`src/rtl/pong_pkg.sv`:
```
// -----------------------------------------------------------------------------
// pong_pkg
// Shared encodings for the pong game blocks: match state codes, winner codes
// and the serve direction bit. The paddle and ball blocks import the same
// definitions, so every block decodes these values the same way.
// -----------------------------------------------------------------------------
package pong_pkg;

  // Match sequencer states. Codes 5..7 are unused and recover to ST_IDLE.
  typedef enum logic [2:0] {
    ST_IDLE  = 3'd0,
    ST_SERVE = 3'd1,
    ST_PLAY  = 3'd2,
    ST_POINT = 3'd3,
    ST_OVER  = 3'd4
  } state_e;

  typedef enum logic [1:0] {
    WIN_NONE = 2'b00,
    WIN_A    = 2'b01,
    WIN_B    = 2'b10
  } winner_e;

  // serve_dir encoding: the ball is launched toward this player.
  localparam logic SERVE_TO_A = 1'b0;
  localparam logic SERVE_TO_B = 1'b1;

endpackage : pong_pkg

```
`src/rtl/pong_match_ctrl_if.sv`:
```
// -----------------------------------------------------------------------------
// pong_match_ctrl_if
// Signal bundle between the match sequencer and its surroundings.
//   master : button/debounce layer and ball block side; drives start, miss_a,
//            miss_b and observes the sequencer outputs.
//   slave  : the match sequencer itself.
// Signals:
//   start            debounced start button (level)
//   miss_a, miss_b   ball passed the player's row without paddle contact
//   tick             one-cycle game-step strobe
//   paddle_en        enable of both paddle blocks (low recentres them)
//   ball_en          ball may move on tick
//   ball_load        one-cycle pulse: ball loads centre position and serve_dir
//   serve_dir        0 = serve toward A, 1 = toward B
//   score_a/score_b  current points
//   winner           00 none, 01 A, 10 B
//   state            current state code (debug/display)
// -----------------------------------------------------------------------------
interface pong_match_ctrl_if #(
  parameter int SCORE_W = 3
);
  logic               start;
  logic               miss_a;
  logic               miss_b;
  logic               tick;
  logic               paddle_en;
  logic               ball_en;
  logic               ball_load;
  logic               serve_dir;
  logic [SCORE_W-1:0] score_a;
  logic [SCORE_W-1:0] score_b;
  logic [1:0]         winner;
  logic [2:0]         state;

  modport master (
    output start, miss_a, miss_b,
    input  tick, paddle_en, ball_en, ball_load, serve_dir,
           score_a, score_b, winner, state
  );

  modport slave (
    input  start, miss_a, miss_b,
    output tick, paddle_en, ball_en, ball_load, serve_dir,
           score_a, score_b, winner, state
  );
endinterface : pong_match_ctrl_if

```
`src/rtl/pong_tick_gen.sv`:
```
// -----------------------------------------------------------------------------
// pong_tick_gen
// Free-running game-step divider. The count runs 0..TICK_DIV-1 and tick is
// high for the single cycle in which the count equals TICK_DIV-1, giving a
// period of exactly TICK_DIV cycles; the first tick after reset falls in
// cycle TICK_DIV-1.
// Ports:
//   clk    system clock
//   rst_n  synchronous active-low reset
//   tick   registered one-cycle strobe
// -----------------------------------------------------------------------------
module pong_tick_gen #(
  parameter int TICK_DIV = 8
) (
  input  logic clk,
  input  logic rst_n,
  output logic tick
);

  localparam int                CNT_W = (TICK_DIV > 2) ? $clog2(TICK_DIV) : 1;
  localparam logic [CNT_W-1:0] LAST  = CNT_W'(TICK_DIV - 1);

  logic [CNT_W-1:0] cnt_q, cnt_d;
  logic             tick_q, tick_d;

  always_comb begin
    cnt_d  = (cnt_q == LAST) ? '0 : cnt_q + CNT_W'(1);
    // Registering the decode of the next count keeps tick aligned with the
    // cycle in which the count equals LAST, without a decode on the output.
    tick_d = (cnt_d == LAST);
  end

  always_ff @(posedge clk) begin
    if (!rst_n) begin
      cnt_q  <= '0;
      tick_q <= 1'b0;
    end else begin
      cnt_q  <= cnt_d;
      tick_q <= tick_d;
    end
  end

  assign tick = tick_q;

endmodule : pong_tick_gen

```
`src/rtl/pong_match_ctrl.sv`:
```
// -----------------------------------------------------------------------------
// pong_match_ctrl
// Match sequencer for two-player pong. Owns the match FSM and the step tick,
// drives the paddle and ball enables, counts points from the ball block's miss
// reports and declares a winner.
// Ports:
//   clk    system clock, all logic on posedge
//   rst_n  synchronous active-low reset
//   bus    pong_match_ctrl_if.slave (start/miss inputs, all game outputs)
// Inputs are captured in a register stage before the FSM acts on them, so a
// start or miss sampled at edge n takes effect on the outputs after edge n+1.
// Every output is driven straight from a flop.
// -----------------------------------------------------------------------------
module pong_match_ctrl
  import pong_pkg::*;
#(
  parameter int TICK_DIV   = 8,
  parameter int WIN_SCORE  = 5,
  parameter int SCORE_W    = 3,
  parameter int POINT_HOLD = 4
) (
  input  logic              clk,
  input  logic              rst_n,
  pong_match_ctrl_if.slave  bus
);

  localparam int                  HOLD_W = $clog2(POINT_HOLD + 1);
  localparam logic [SCORE_W-1:0] WIN_PTS = SCORE_W'(WIN_SCORE);
  localparam logic [HOLD_W-1:0]  HOLD_N  = HOLD_W'(POINT_HOLD);

  logic tick;

  pong_tick_gen #(.TICK_DIV(TICK_DIV)) u_tick_gen (
    .clk   (clk),
    .rst_n (rst_n),
    .tick  (tick)
  );

  state_e             state_q,     state_d;
  logic               start_s_q,   start_s_d;   // input capture of start
  logic               start_q,     start_d;     // previous captured start
  logic               miss_a_q,    miss_a_d;
  logic               miss_b_q,    miss_b_d;
  logic [HOLD_W-1:0]  hold_q,      hold_d;
  logic [SCORE_W-1:0] score_a_q,   score_a_d;
  logic [SCORE_W-1:0] score_b_q,   score_b_d;
  winner_e            winner_q,    winner_d;
  logic               serve_dir_q, serve_dir_d;
  logic               paddle_en_q, paddle_en_d;
  logic               ball_en_q,   ball_en_d;
  logic               ball_load_q, ball_load_d;

  logic               start_edge;
  logic [SCORE_W-1:0] score_a_inc, score_b_inc;

  assign start_edge  = start_s_q & ~start_q;
  assign score_a_inc = score_a_q + SCORE_W'(1);
  assign score_b_inc = score_b_q + SCORE_W'(1);

  always_comb begin
    // NOTE: every signal written here gets a default first, so no path through
    // the case statement leaves one unassigned and no latch is inferred.
    start_s_d   = bus.start;
    start_d     = start_s_q;
    miss_a_d    = bus.miss_a;
    miss_b_d    = bus.miss_b;
    state_d     = state_q;
    hold_d      = '0;
    score_a_d   = score_a_q;
    score_b_d   = score_b_q;
    winner_d    = winner_q;
    serve_dir_d = serve_dir_q;

    unique case (state_q)
      ST_IDLE, ST_OVER: begin
        if (start_edge) begin
          state_d     = ST_SERVE;
          score_a_d   = '0;
          score_b_d   = '0;
          winner_d    = WIN_NONE;
          serve_dir_d = SERVE_TO_A;
        end
      end

      ST_SERVE: begin
        if (tick) state_d = ST_PLAY;
      end

      ST_PLAY: begin
        if (miss_a_q && miss_b_q) begin
          // Double miss: nobody scores, re-serve the other way.
          serve_dir_d = ~serve_dir_q;
          state_d     = ST_SERVE;
        end else if (miss_a_q) begin
          score_b_d   = score_b_inc;
          serve_dir_d = SERVE_TO_A;
          if (score_b_inc == WIN_PTS) begin
            state_d  = ST_OVER;
            winner_d = WIN_B;
          end else begin
            state_d  = ST_POINT;
          end
        end else if (miss_b_q) begin
          score_a_d   = score_a_inc;
          serve_dir_d = SERVE_TO_B;
          if (score_a_inc == WIN_PTS) begin
            state_d  = ST_OVER;
            winner_d = WIN_A;
          end else begin
            state_d  = ST_POINT;
          end
        end
      end

      ST_POINT: begin
        // hold_q is zero on entry because the default clears it in every
        // other state; only ticks seen while already in POINT count.
        hold_d = hold_q;
        if (tick) begin
          hold_d = hold_q + HOLD_W'(1);
          if (hold_d == HOLD_N) state_d = ST_SERVE;
        end
      end

      default: state_d = ST_IDLE;
    endcase

    // Enables follow the state being entered so they are registered
    // alongside it and line up with the state output.
    ball_load_d = (state_d == ST_SERVE) && (state_q != ST_SERVE);
    paddle_en_d = (state_d == ST_SERVE) || (state_d == ST_PLAY);
    ball_en_d   = (state_d == ST_PLAY);
  end

  // NOTE: reset is sampled on the clock edge (synchronous), and all state
  // updates use non-blocking assignments so every flop sees pre-edge values.
  always_ff @(posedge clk) begin
    if (!rst_n) begin
      state_q     <= ST_IDLE;
      start_s_q   <= 1'b0;
      start_q     <= 1'b0;
      miss_a_q    <= 1'b0;
      miss_b_q    <= 1'b0;
      hold_q      <= '0;
      score_a_q   <= '0;
      score_b_q   <= '0;
      winner_q    <= WIN_NONE;
      serve_dir_q <= SERVE_TO_A;
      paddle_en_q <= 1'b0;
      ball_en_q   <= 1'b0;
      ball_load_q <= 1'b0;
    end else begin
      state_q     <= state_d;
      start_s_q   <= start_s_d;
      start_q     <= start_d;
      miss_a_q    <= miss_a_d;
      miss_b_q    <= miss_b_d;
      hold_q      <= hold_d;
      score_a_q   <= score_a_d;
      score_b_q   <= score_b_d;
      winner_q    <= winner_d;
      serve_dir_q <= serve_dir_d;
      paddle_en_q <= paddle_en_d;
      ball_en_q   <= ball_en_d;
      ball_load_q <= ball_load_d;
    end
  end

  assign bus.tick      = tick;
  assign bus.paddle_en = paddle_en_q;
  assign bus.ball_en   = ball_en_q;
  assign bus.ball_load = ball_load_q;
  assign bus.serve_dir = serve_dir_q;
  assign bus.score_a   = score_a_q;
  assign bus.score_b   = score_b_q;
  assign bus.winner    = winner_q;
  assign bus.state     = state_q;

endmodule : pong_match_ctrl

```
`src/flat_wrapper.sv`:
```
// flat-port wrapper written by rule: the top's interface ports become plain ports
module pong_match_ctrl_flat import pong_pkg::*;
#(
  parameter int TICK_DIV   = 8,
  parameter int WIN_SCORE  = 5,
  parameter int SCORE_W    = 3,
  parameter int POINT_HOLD = 4
)
  (clk, rst_n, bus_start, bus_miss_a, bus_miss_b, bus_tick, bus_paddle_en, bus_ball_en, bus_ball_load, bus_serve_dir, bus_score_a, bus_score_b, bus_winner, bus_state);
  pong_match_ctrl_if #(.SCORE_W(SCORE_W)) bus_i ();
  input  logic clk;
  input  logic rst_n;
  input wire logic [$bits(bus_i.start)-1:0] bus_start;
  input wire logic [$bits(bus_i.miss_a)-1:0] bus_miss_a;
  input wire logic [$bits(bus_i.miss_b)-1:0] bus_miss_b;
  output wire logic [$bits(bus_i.tick)-1:0] bus_tick;
  output wire logic [$bits(bus_i.paddle_en)-1:0] bus_paddle_en;
  output wire logic [$bits(bus_i.ball_en)-1:0] bus_ball_en;
  output wire logic [$bits(bus_i.ball_load)-1:0] bus_ball_load;
  output wire logic [$bits(bus_i.serve_dir)-1:0] bus_serve_dir;
  output wire logic [$bits(bus_i.score_a)-1:0] bus_score_a;
  output wire logic [$bits(bus_i.score_b)-1:0] bus_score_b;
  output wire logic [$bits(bus_i.winner)-1:0] bus_winner;
  output wire logic [$bits(bus_i.state)-1:0] bus_state;
  assign bus_i.start = bus_start;
  assign bus_i.miss_a = bus_miss_a;
  assign bus_i.miss_b = bus_miss_b;
  assign bus_tick = bus_i.tick;
  assign bus_paddle_en = bus_i.paddle_en;
  assign bus_ball_en = bus_i.ball_en;
  assign bus_ball_load = bus_i.ball_load;
  assign bus_serve_dir = bus_i.serve_dir;
  assign bus_score_a = bus_i.score_a;
  assign bus_score_b = bus_i.score_b;
  assign bus_winner = bus_i.winner;
  assign bus_state = bus_i.state;
  pong_match_ctrl #(.TICK_DIV(TICK_DIV), .WIN_SCORE(WIN_SCORE), .SCORE_W(SCORE_W), .POINT_HOLD(POINT_HOLD)) u_core (.clk(clk), .rst_n(rst_n), .bus(bus_i));
endmodule
```
`config.mk`:
```
export PLATFORM = sky130hd
export DESIGN_NAME = pong_match_ctrl_flat
export DESIGN_NICKNAME = d
export VERILOG_FILES = /design/src/rtl/pong_pkg.sv /design/src/rtl/pong_match_ctrl_if.sv /design/src/rtl/pong_tick_gen.sv /design/src/rtl/pong_match_ctrl.sv /design/src/flat_wrapper.sv
export SDC_FILE = /design/constraint.sdc
export NUM_CORES = 1
export LEC_CHECK = 0
export ABC_AREA = 1
export CAP_MARGIN = 10
export CORE_MARGIN = 3
export CORE_UTILIZATION = 52
export DETAILED_ROUTE_END_ITERATION = 6
export GPL_TIMING_DRIVEN = 0
export HOLD_SLACK_MARGIN = 0.1
export MAX_ROUTING_LAYER = met4
export PLACE_DENSITY = 0.78
export SLEW_MARGIN = 40
export SYNTH_ARGS = -nofsm -noshare
export SYNTH_HDL_FRONTEND = slang
export SYNTH_SLANG_ARGS = --single-unit
```
`constraint.sdc`:
```
create_clock -name clk -period 2 [get_ports clk]
set_clock_uncertainty 0.2 [all_clocks]
set_input_delay 0.2 -clock clk [delete_from_list [all_inputs] [get_ports clk]]
set_output_delay 0.2 -clock clk [all_outputs]
set_load 0.005 [all_outputs]
```
; Word level (Yosys, flattened, before mapping)
; Index checks and enable logic that the tools add are counted.
[totals]
out_inout_bits = 16
register_bits = 26
input_bits = 5
word_cells = 85
[op_classes]
bitwise = 3
muxes = 31
addsub = 4
n_eq_ne = 21
reduce_logical = 11
[ops]
columns = cell, n
row1 = $mux 3, 16
row2 = $eq 3x3->1 const B, 6
row3 = $add 3x1->3 const B, 4
row4 = $mux 2, 6
row5 = $pmux 3 s2, 2
row6 = $pmux 3 s4, 1
row7 = $eq 3x2->1 const B, 3
row8 = $ne 3x1->1 const B, 3
row9 = $eq 3x1->1 const B, 2
row10 = $ne 2x1->1 const B, 3
row11 = $reduce_and 6->1, 1
row12 = $reduce_and 5->1, 1
row13 = $mux 1, 4
row14 = $ne 2x2->1 const B, 2
row15 = $ne 4x1->1 const B, 1
row16 = $pmux 2 s2, 1
row17 = $reduce_and 4->1, 1
row18 = $logic_not 3->1, 1
row19 = $ne 3x3->1 const B, 1
row20 = $reduce_and 3->1, 1
row21 = $logic_and 1x1->1, 2
row22 = $not 1->1, 2
row23 = $pmux 1 s2, 1
row24 = $reduce_and 2->1, 1
row25 = other kinds (4), 4

; Longest topological paths before layout
[depth]
depth_word = 9
depth_mapped = 10
mapped_depth_nobuf = 10

; Hierarchy
; A second synthesis with hierarchy kept.
[unflattened]
hier_cells = 183
hier_area_um2 = 1310.0
[modules_own_cells]
columns = module, n_inst, seq_area_each_um2, area_each_um2, cells_each
row1 = pong_match_ctrl, 1, 440.4, 1156.1, 167
row2 = pong_tick_gen, 1, 80.1, 153.9, 16

; Worst setup path after synthesis
; No wires, ideal clock.
[synth_path]
path_kind = register to register
startpoint = register u_core.score_a_q[1], in the netlist u_core.bus.score_a[1]
endpoint = register u_core.winner_q[1], in the netlist u_core.bus.winner[1]
path_slack_ns = 0.533
setup_time_ns = 0.113
path_buffers = 0
stages_incl_launch_ff = 11
arrival_time_ns = 1.155
period_less_slack_ns = 1.467
required_time_ns = 1.687
cell_sequence = dfxtp_1 ha_1 inv_1 nand2_1 nand3_1 nor2_1 nor2_2 nor2_2 nand2_1 nand2_1 nor2_1
[synth_via]
elab_chain_cells = 4
[synth_rtl]
columns = item, line
row1 = "start, declared", pong_match_ctrl.sv:45  ; logic [SCORE_W-1:0] score_a_q, score_a_d;
row2 = "start signal, assigned", pong_match_ctrl.sv:159  ; score_a_q <= score_a_d;
row3 = $add 3x1->3, pong_match_ctrl.sv:57  ; assign score_a_inc = score_a_q + SCORE_W'(1);
row4 = $eq 3x3->1, pong_match_ctrl.sv:106  ; if (score_a_inc == WIN_PTS) begin
row5 = $ne 3x1->1 (no source line), --
row6 = $reduce_and 6->1 (no source line), --
row7 = "end signal, assigned", pong_match_ctrl.sv:161  ; winner_q <= winner_d;
row8 = "end, declared", pong_match_ctrl.sv:47  ; winner_e winner_q, winner_d;
; No other way between the ends.
; A chain may end at the register's enable or synchronous reset.

; Final worst setup path
[layout_path]
startpoint = register u_core.state_q[1], in the netlist u_core.bus.state[1]
endpoint = output bus_state[1]
[layout_rtl]
columns = item, line
row1 = "start, declared", pong_match_ctrl.sv:39  ; state_e state_q, state_d;
row2 = "start signal, assigned", pong_match_ctrl.sv:153  ; state_q <= state_d;
row3 = "end, declared", flat_wrapper.sv:24  ; output wire logic [$bits(bus_i.state)-1:0] bus_state;
; No word-level cell between the ends.

==> results.md <==
* Avg WL per Cell at ~12 µm
* Global route overflow at 0
* Hold WC Path Type: input pin to flop
* Outcome: complete, no violations
* Core Area at ~2300 µm²
* Syn_nets at 193
* Vias after detailed routing at 1186
* Power Dens Cells at ~640 nW/µm²
* Sequential area share after synthesis at 40.3%
* Slew margin rel. at about two thirds
* Drc violations at 0
* Critical path's slowest cell: clkdlybuf4s50_1
* Slew Limit Fails at 0
* Seq pwr share at between 50% and 60%
* Horiz. Die Dim at 55.8 µm
* Synth-to-layout area growth at 22.3%
* Clock Path Buffers at 2
* CTS H-tree depth at 1
* Iteration count of the initial detailed-routing pass at 4
* Synth Warn # at 0
* Commonest non-fill, non-tap cell in the layout: nand2_1
* Family with the most delay on the worst path: buffers and inverters
* Rows at 17
* Final ANT Viol Nets at 0
* RD Place Congestion at 0.904
* CTS resizes at 0
* Final net count at around 220
* Starting Density at 56.7%
* Max Cap Viol at 0
* Unrepaired setup endpoints after global routing: false
* Setup CP Type: flop to output port
* Drt via density at a little over 5
* Sw Ratio at 22.0%
* Worst vdd ir at 718 µV
* Clk_lat worst skew at 320 ps
* Tightest Pin Transition at 482 ps
* # clock sinks at 26
* Gate power share at 9.6%
* Root buffer cell: clkbuf_4
* CTS buffer count at 3
* Cell-internal power at 0.000782 W
* Tot GR Track Use at 19.8%
* Final-report setup violation count at 0
* Worst path buffer plus inverter count at 1
* Kind of end point of the critical path: output port
* Cells after Synth at 180
* DP HPWL at 2.15 mm
* Synth top area cells: dfxtp_1, nand2_1, inv_1
* Number of global-route vias before repair at 1217
* I/O Buffers at 20
* Post-Route Setup TNS at 0 ps
* Clk pin slew, worst setup/hold paths at ~140 ps
* Most frequent cells in the layout: nand2_1, inv_1, dfxtp_1
* Post-CTS setup buffers at 0
* Crit path launch type: flop
* Die area at 3120 µm²
* Leak at 0.712 nW
* DR iter-0 viols at 23
* Max incr delay on CP at 560 ps
* Layout fillers at 207
* Cell Chain, Critical Path: clkdlybuf4s50_1
* Layout cells sized above 1 at 10.8%
* First-pass GRT wire length at between 4 and 5 mm
* Initial antenna violation count at 0
* Crit-path max FO at 6
* Avg Inst Size Synth at approximately 7.2 µm²
* Hold_buf cts at 0
* Netlist Area Pre-Place at 1290 µm²
* CTS tree: built
* CP required at 1600 ps
* Die Height at 55.8 µm
* Final hold violation count at 0
* Yosys cell types at 25
* Min cycle time layout at 1780 ps
* Largest net degree at the start of global routing at 16
* Net Switching at about 0.00022 W
* Period Utilization, post-route at 89.1%
* Yosys top cell by area: dfxtp_1
* Clock network power share at 35.8%
* Routed wire length at 2.71 mm
* Pwr Total at 0.00100 W
* Io pins at 21
* Ant. Diodes at 0
* Top cell type's share of synthesized area at 40.3%
* Yosys reg bits at 26
* Crit path DAT at 1380 ps
* Fmax at 561 MHz
[worst paths after layout]
check | slack, ps | from | to | cells after the start
worst max-delay path | 220 | u_core.bus.state[1] | bus_state[1] | 1
worst min-delay path | 190 | bus_start | u_core.start_d | 3
worst max register to register | 320 | u_core.bus.score_a[1] | u_core.bus.winner[1] | 10
worst min register to register | 260 | u_core.start_d | u_core.start_q | 2
[sequential cells by signal, summed over array words and instances (netlist names), 2 cells and up]
name / flops
u_core.bus.score_a: 3
u_core.bus.score_b: 3
u_core.bus.state: 3
u_core.bus.winner: 2
u_core.hold_q: 3
u_core.u_tick_gen.cnt_q: 3
[cell type report]
class                           count  area [µm²]  area share (%)
Buffer                              3        16.3            1.03
Inverter                           34         128            8.08
Tap cell                           28        35.0            2.22
Sequential cell                    26         520            33.0
Clock buffer                        3        22.5            1.43
Multi-Input combinational cell    117         627            39.7
Timing Repair Buffer               20         200            12.7
Clock inverter                      1        30.0            1.90
[metrics by stage]
step                      setup slack [ps]  cells  hold slack (ps)  utilization (%)  cell area [µm²]
final                                  218    232              185             69.4             1580
after global routing                   148    232              171             69.4             1580
after CTS                              200    232              176             69.4             1580
after detailed placement               343    228              243             67.1             1530
after global placement                 337    228              238             67.1             1530
after floorplan                        533    180             97.6                -             1290
[cells in the mapped netlist, drive strengths merged]
library cell  instances
nand2                49
inv                  32
dfxtp                26
nor2                 17
a21oi                12
nand3                12
ha                    8
o21ai                 7
nand4                 5
nor3                  3
buf                   2
clkinv                2
nand3b                2
a21boi                1
clkbuf                1
xnor2                 1
[power by group through the flow]
stage               Clock [W]  Sequential, W  Combinational, W
finish               0.000359       0.000548         0.0000967
floorplan                   0       0.000558         0.0000570
detailed placement          0       0.000559         0.0000965
global placement            0       0.000558         0.0000931
CTS                  0.000367       0.000548         0.0000977
global route         0.000391       0.000550          0.000110
[cell families (layout without fill, tap and decap cells)]
logic type | Yosys count | count (layout) | synth area share [%]
buffers and inverters | 37 | 61 | 11.1
adders and majority gates | 8 | 8 | 7.75
DFF | 26 | 26 | 40.3
AOI/OAI and AO/OA | 20 | 20 | 8.24
and+or+nand+nor | 88 | 88 | 31.9
xor gates and xnor gates | 1 | 1 | 0.678
[per-layer routing]
metal	vias up	GRT usage (%)	wire (µm)
met5	-	-	0
met4	0	7.12	31
met3	4	5.34	146
met2	30	35.5	1380
met1	543	20.7	1150
li1	609	-	-
Power figures use the tool's default switching activity.
==> variant 1 (same flow settings) <==
`SCORE_W` is set to 3 in 3 places; all go to 6.
--- a/src/rtl/pong_match_ctrl_if.sv
+++ b/src/rtl/pong_match_ctrl_if.sv
@@ -18,5 +18,5 @@
 // -----------------------------------------------------------------------------
 interface pong_match_ctrl_if #(
-  parameter int SCORE_W = 3
+  parameter int SCORE_W = 6
 );
   logic               start;
--- a/src/rtl/pong_match_ctrl.sv
+++ b/src/rtl/pong_match_ctrl.sv
@@ -17,5 +17,5 @@
   parameter int TICK_DIV   = 8,
   parameter int WIN_SCORE  = 5,
-  parameter int SCORE_W    = 3,
+  parameter int SCORE_W    = 6,
   parameter int POINT_HOLD = 4
 ) (
--- a/src/flat_wrapper.sv
+++ b/src/flat_wrapper.sv
@@ -4,5 +4,5 @@
   parameter int TICK_DIV   = 8,
   parameter int WIN_SCORE  = 5,
-  parameter int SCORE_W    = 3,
+  parameter int SCORE_W    = 6,
   parameter int POINT_HOLD = 4
 )
Interface: changed (resized bus_score_a and bus_score_b); port bits go from 21 to 27. No check against the original RTL was run, so the function may have changed too.
==> variant 1 against the original RTL <==
  * Synthesized area grew 28%
  * Sequential share of layout area shrank 1.8 points
  * Non-clock buffer count grew 11
  * Total power grew 26%
  * Largest cell class unchanged
  * Combinational power grew 87%
  * Worst setup slack lost 0.11 ns
  * Clock power grew 10%
  * Utilization grew 3.4 points
  * First-iteration DRC count grew to 4.5 times the old value
  * Sequential cell count grew 6
  * Global-route usage shrank 0.71 points
  * Wire length grew 30%
  * Critical endpoint is now u_core.bus.ball_load
  * Final area grew 34%
==> variant 1: results <==
metrics = {
    "placement": {
        "routabilityCongestion": 0.940,
        "port_buffers": 26,
        "hpwl_microns": 2450,
        "place_ws_ns": -0.0368,
        "postPlaceCellArea_sq_um": 1970,
    },
    "sta": {
        "setup_ws_ns": 0.109,
        "hold_ws_ns": 0.180,
        "max_slew.worst_pin.slew_ns": 0.532,
    },
    "cells_and_area": {
        "layout-drive-gt1-share": 0.203,
        "nets": 279,
        "n_fill_cell": 252,
        "antennaDiodeCount": 0,
    },
    "global_routing": {
        "grt_pass1_wl_microns": 5910,
        "grt_max_degree": 11,
        "grt_usage": 0.191,
        "grt_pass1_vias": 1416,
    },
    "synth": {
        "ys_seq_area_frac": 0.388,
        "synth_xor_area_frac": 0.00530,
        "synth_compound_area_frac": 0.126,
        "synth.top_cells.by_area": "dfxtp_1, nand2_1, inv_1, ha_1, a21oi_1",
        "yosys-top-cells-count": "nand2_1, dfxtp_1, inv_1",
        "synth_fa_ha_area_frac": 0.0681,
        "yosysUniqueCellTypes": 28,
        "async_flop_share": 0,
        "synth_nets": 242,
    },
    "route": {
        "wl_microns": 3520,
        "initialDrtViolationCount": 103,
        "vias": 1569,
    },
    "pwr": {
        "swShare": 0.278,
        "p_leak_nw": 0.921,
        "ir_drop_uv": 482,
    },
    "clocking": {
        "ctsHtreeMaxLevel": 2,
        "clk_pin_slew_ns": 0.11,
        "insertion_delay_ns": 0.35,
        "holdBufCountCts": 0,
        "numCtsBuffers": 5,
    },
    "status": {
        "status": "complete, no violations",
    },
    "worst_setup_path": {
        "crit_path_max_fanout": 5,
        "cpMaxStageDelayCell": "dfxtp_4",
        "cpLargestDelayFamily": "simple AND/OR/NAND/NOR gates",
        "arrival_ns": 1.98,
        "slowest_delay_ns": 0.40,
    },
}
## variant 1: cell count changes in the layout (fill, tap and decap cells not counted), sizes merged, moves of 3 or more
cell	change
dfxtp	+6
a21oi	+9
buf	+5
clkdlybuf4s50	+6
inv	+7
a211oi	+9
nand2	+10
clkbuf	+3
## variant 1: metrics by stage
stage          power (mW)  instances
2_1_floorplan       0.805        228
3_3_place_gp        0.871        296
3_5_place_dp        0.875        296
4_1_cts              1.26        304
5_1_grt              1.32        308
6_report             1.27        308
## variant 1: cell type report
cell class | instances | area, sq um | area share
Inverter | 41 | 154 | 0.0729
Multi-Input combinational cell | 151 | 871 | 0.412
Tap cell | 42 | 52.6 | 0.0249
Clock buffer | 6 | 51.3 | 0.0243
Timing Repair Buffer | 30 | 290 | 0.137
Clock inverter | 2 | 10.0 | 0.00474
Sequential cell | 32 | 658 | 0.312
Buffer | 4 | 25.0 | 0.0118
## variant 1: cells by family after synthesis
family / count (synthesis)
AND/OR/NAND/NOR: 105
buffers and inverters: 45
AO/OA/AOI/OAI: 36
flip-flops: 32
adder cells (fa/ha/maj): 9
XOR/XNOR: 1
## variant 1: metal layers
metal  GRT usage  wire, microns  vias up
li1            -              -      808
met1       0.237           1670      702
met2       0.293           1600       46
met3      0.0414            171       13
met4      0.0964             80        0
met5           -              0        -
## variant 1: path summary, 6_finish.rpt
path | endpoint | startpoint | cells after the start
worst max-delay path | u_core.bus.ball_load | u_core.bus.score_a[0] | 13
worst max register to register | u_core.bus.ball_load | u_core.bus.score_a[0] | 13
worst min register to register | u_core.start_q | u_core.start_d | 2
worst min-delay path | u_core.miss_a_q | bus_miss_a | 3
## variant 1: repair_timing
action	4_1_cts	5_1_grt
pin swaps	0	3
endpoints found under the setup margin	6	8
setup buffers	0	4
resized for setup	2	16
## variant 1: tightest hold or removal path: cells and delay by family
family | cells | cell delay (ns)
buffers and inverters | 2 | 0.42
AND/OR/NAND/NOR | 1 | 0.06
## variant 1: power groups by stage
stage | logic (mW) | clock network, mW | registers (mW)
floorplan | 0.102 | 0 | 0.703
global placement | 0.164 | 0 | 0.706
detailed placement | 0.167 | 0 | 0.707
CTS | 0.169 | 0.400 | 0.693
global route | 0.203 | 0.418 | 0.697
finish | 0.181 | 0.395 | 0.692
==> variant 2 (config.mk and constraints unchanged) <==
Without the edit above. Reset style: asynchronous (`rst_n`), changed in 2 clocked blocks. Comments in the files are not updated.
--- a/src/rtl/pong_tick_gen.sv
+++ b/src/rtl/pong_tick_gen.sv
@@ -31,5 +31,5 @@
   end
 
-  always_ff @(posedge clk) begin
+  always_ff @(posedge clk or negedge rst_n) begin
     if (!rst_n) begin
       cnt_q  <= '0;
--- a/src/rtl/pong_match_ctrl.sv
+++ b/src/rtl/pong_match_ctrl.sv
@@ -135,5 +135,5 @@
   // NOTE: reset is sampled on the clock edge (synchronous), and all state
   // updates use non-blocking assignments so every flop sees pre-edge values.
-  always_ff @(posedge clk) begin
+  always_ff @(posedge clk or negedge rst_n) begin
     if (!rst_n) begin
       state_q     <= ST_IDLE;
Function: differs if rst_n is asserted again (counterexample within 4 cycles, from zero or initial values and one cycle with rst_n low); with rst_n held inactive, the same outputs for 10 cycles.
==> variant 2 against the original RTL <==
  * Final area up 4.6%
  * Worst hold slack worse by 0.011 ns
  * Worst setup slack better by 0.017 ns
  * Fmax up 0.96%
  * Count of clock-buffer cells in the layout unchanged
  * Sequential cell count unchanged
  * Final cell count down 10%
  * Wire length down 7.0%
  * Synthesized area up 2.9%
Power is not compared: it rests on default switching activity, and its combinational part moved more than twofold at a synthesized area within 25%.
==> variant 2: results <==
metrics = {
    "worst_setup_path": {
        "critPathLaunch": "u_core.u_tick_gen.tick",
        "cp-endpoint": "bus_tick",
        "rr_worst_depth": 9,
        "crit_path_max_fanout": 7,
        "r2r-start": "u_core.bus.score_b[0]",
        "r2r_end": "u_core.bus.winner[1]",
    },
    "cells_and_area": {
        "layout-drive-gt1-share": 0.144,
        "nonClkBufAreaFrac": 0.142,
        "seq_cells": 26,
        "seqCellArea_sq_um": 651,
        "buffers": 24,
        "fin_area_sq_um": 1650,
        "n_fill_cell": 200,
        "inverters": 30,
        "clock_area_frac": 0.0318,
        "multi_input_area_share": 0.342,
    },
    "global_routing": {
        "grt_usage": 0.186,
        "met1_usage": 0.217,
        "grt_pass1_wl_microns": 4620,
        "met3_usage": 0.0276,
        "use_met2": 0.327,
    },
    "synth": {
        "ys_seq_area_frac": 0.490,
        "synth_nets": 166,
        "synth_area_per_cell_sq_um": 8.74,
        "syn_inst": 152,
        "yosysUniqueCellTypes": 22,
        "synth_ff_type": "dfrtp_1",
        "async_flop_share": 1.00,
        "yosys-top-cells-count": "nand2_1, dfrtp_1, inv_1",
    },
    "route": {
        "wl_microns": 2520,
        "wl_met3_microns": 112,
        "met2_length_microns": 1240,
        "drt-met1-wl_microns": 1120,
        "vias": 1071,
    },
    "sta": {
        "max_slew.worst_pin.slew_ns": 0.560,
    },
    "placement": {
        "hpwl_microns": 1880,
        "place_ws_ns": 0.340,
        "postPlaceCellArea_sq_um": 1560,
        "dp.cells": 200,
    },
    "min_path": {
        "hp-class": "in2async",
    },
    "status": {
        "status": "complete, no violations",
    },
}
## variant 2: cell types whose count changed after synthesis, sizes merged, moves of 2 or more
cell    before  now
inv         32   30
dfxtp       26    0
o21ai        7   10
nand3b       2    0
clkinv       2    0
nor3         3    1
buf          2    0
nand3       12   10
dfrtp        0   26
nand2       49   34
a21oi       12    6
## variant 2: logic make-up (layout without fill, tap and decap cells)
group	after synthesis	count (layout)	synth area share
AND/OR/NAND/NOR	67	67	0.249
adder cells (fa/ha/maj)	9	9	0.0847
AO/OA/AOI/OAI	19	19	0.0857
XOR/XNOR	1	1	0.00659
flip-flops	26	26	0.490
buffers and inverters	30	58	0.0847
## variant 2: repair_timing
action / 4_1_cts / 5_1_grt
hold endpoints to repair: 29 / 0
setup buffers: 0 / 0
hold buffers: 4 / 0
endpoints found under the setup margin: 0 / 0
## variant 2: power groups by stage
| stage | logic (mW) | registers [mW] | clock network, mW |
|---|---|---|---|
| 2_1_floorplan | 0.504 | 0.729 | 0 |
| 3_3_place_gp | 0.804 | 0.724 | 0 |
| 3_5_place_dp | 0.834 | 0.728 | 0 |
| 4_1_cts | 0.850 | 0.720 | 0.374 |
| 5_1_grt | 0.948 | 0.735 | 0.394 |
| 6_report | 0.837 | 0.718 | 0.363 |
## variant 2: how the worst min path moves through the flow
stage / from / to / slack [ns] / depth (start not counted)
after floorplan: rst_n / u_core.bus.ball_en / -0.30 / 0
after CTS: rst_n / u_core.bus.state[1] / 0.19 / 2
after detailed placement: rst_n / u_core.bus.score_b[0] / 0.03 / 1
after global placement: u_core.start_d / u_core.start_q / 0.16 / 0
after global routing: rst_n / u_core.bus.state[1] / 0.20 / 2
final: rst_n / u_core.bus.state[1] / 0.17 / 2
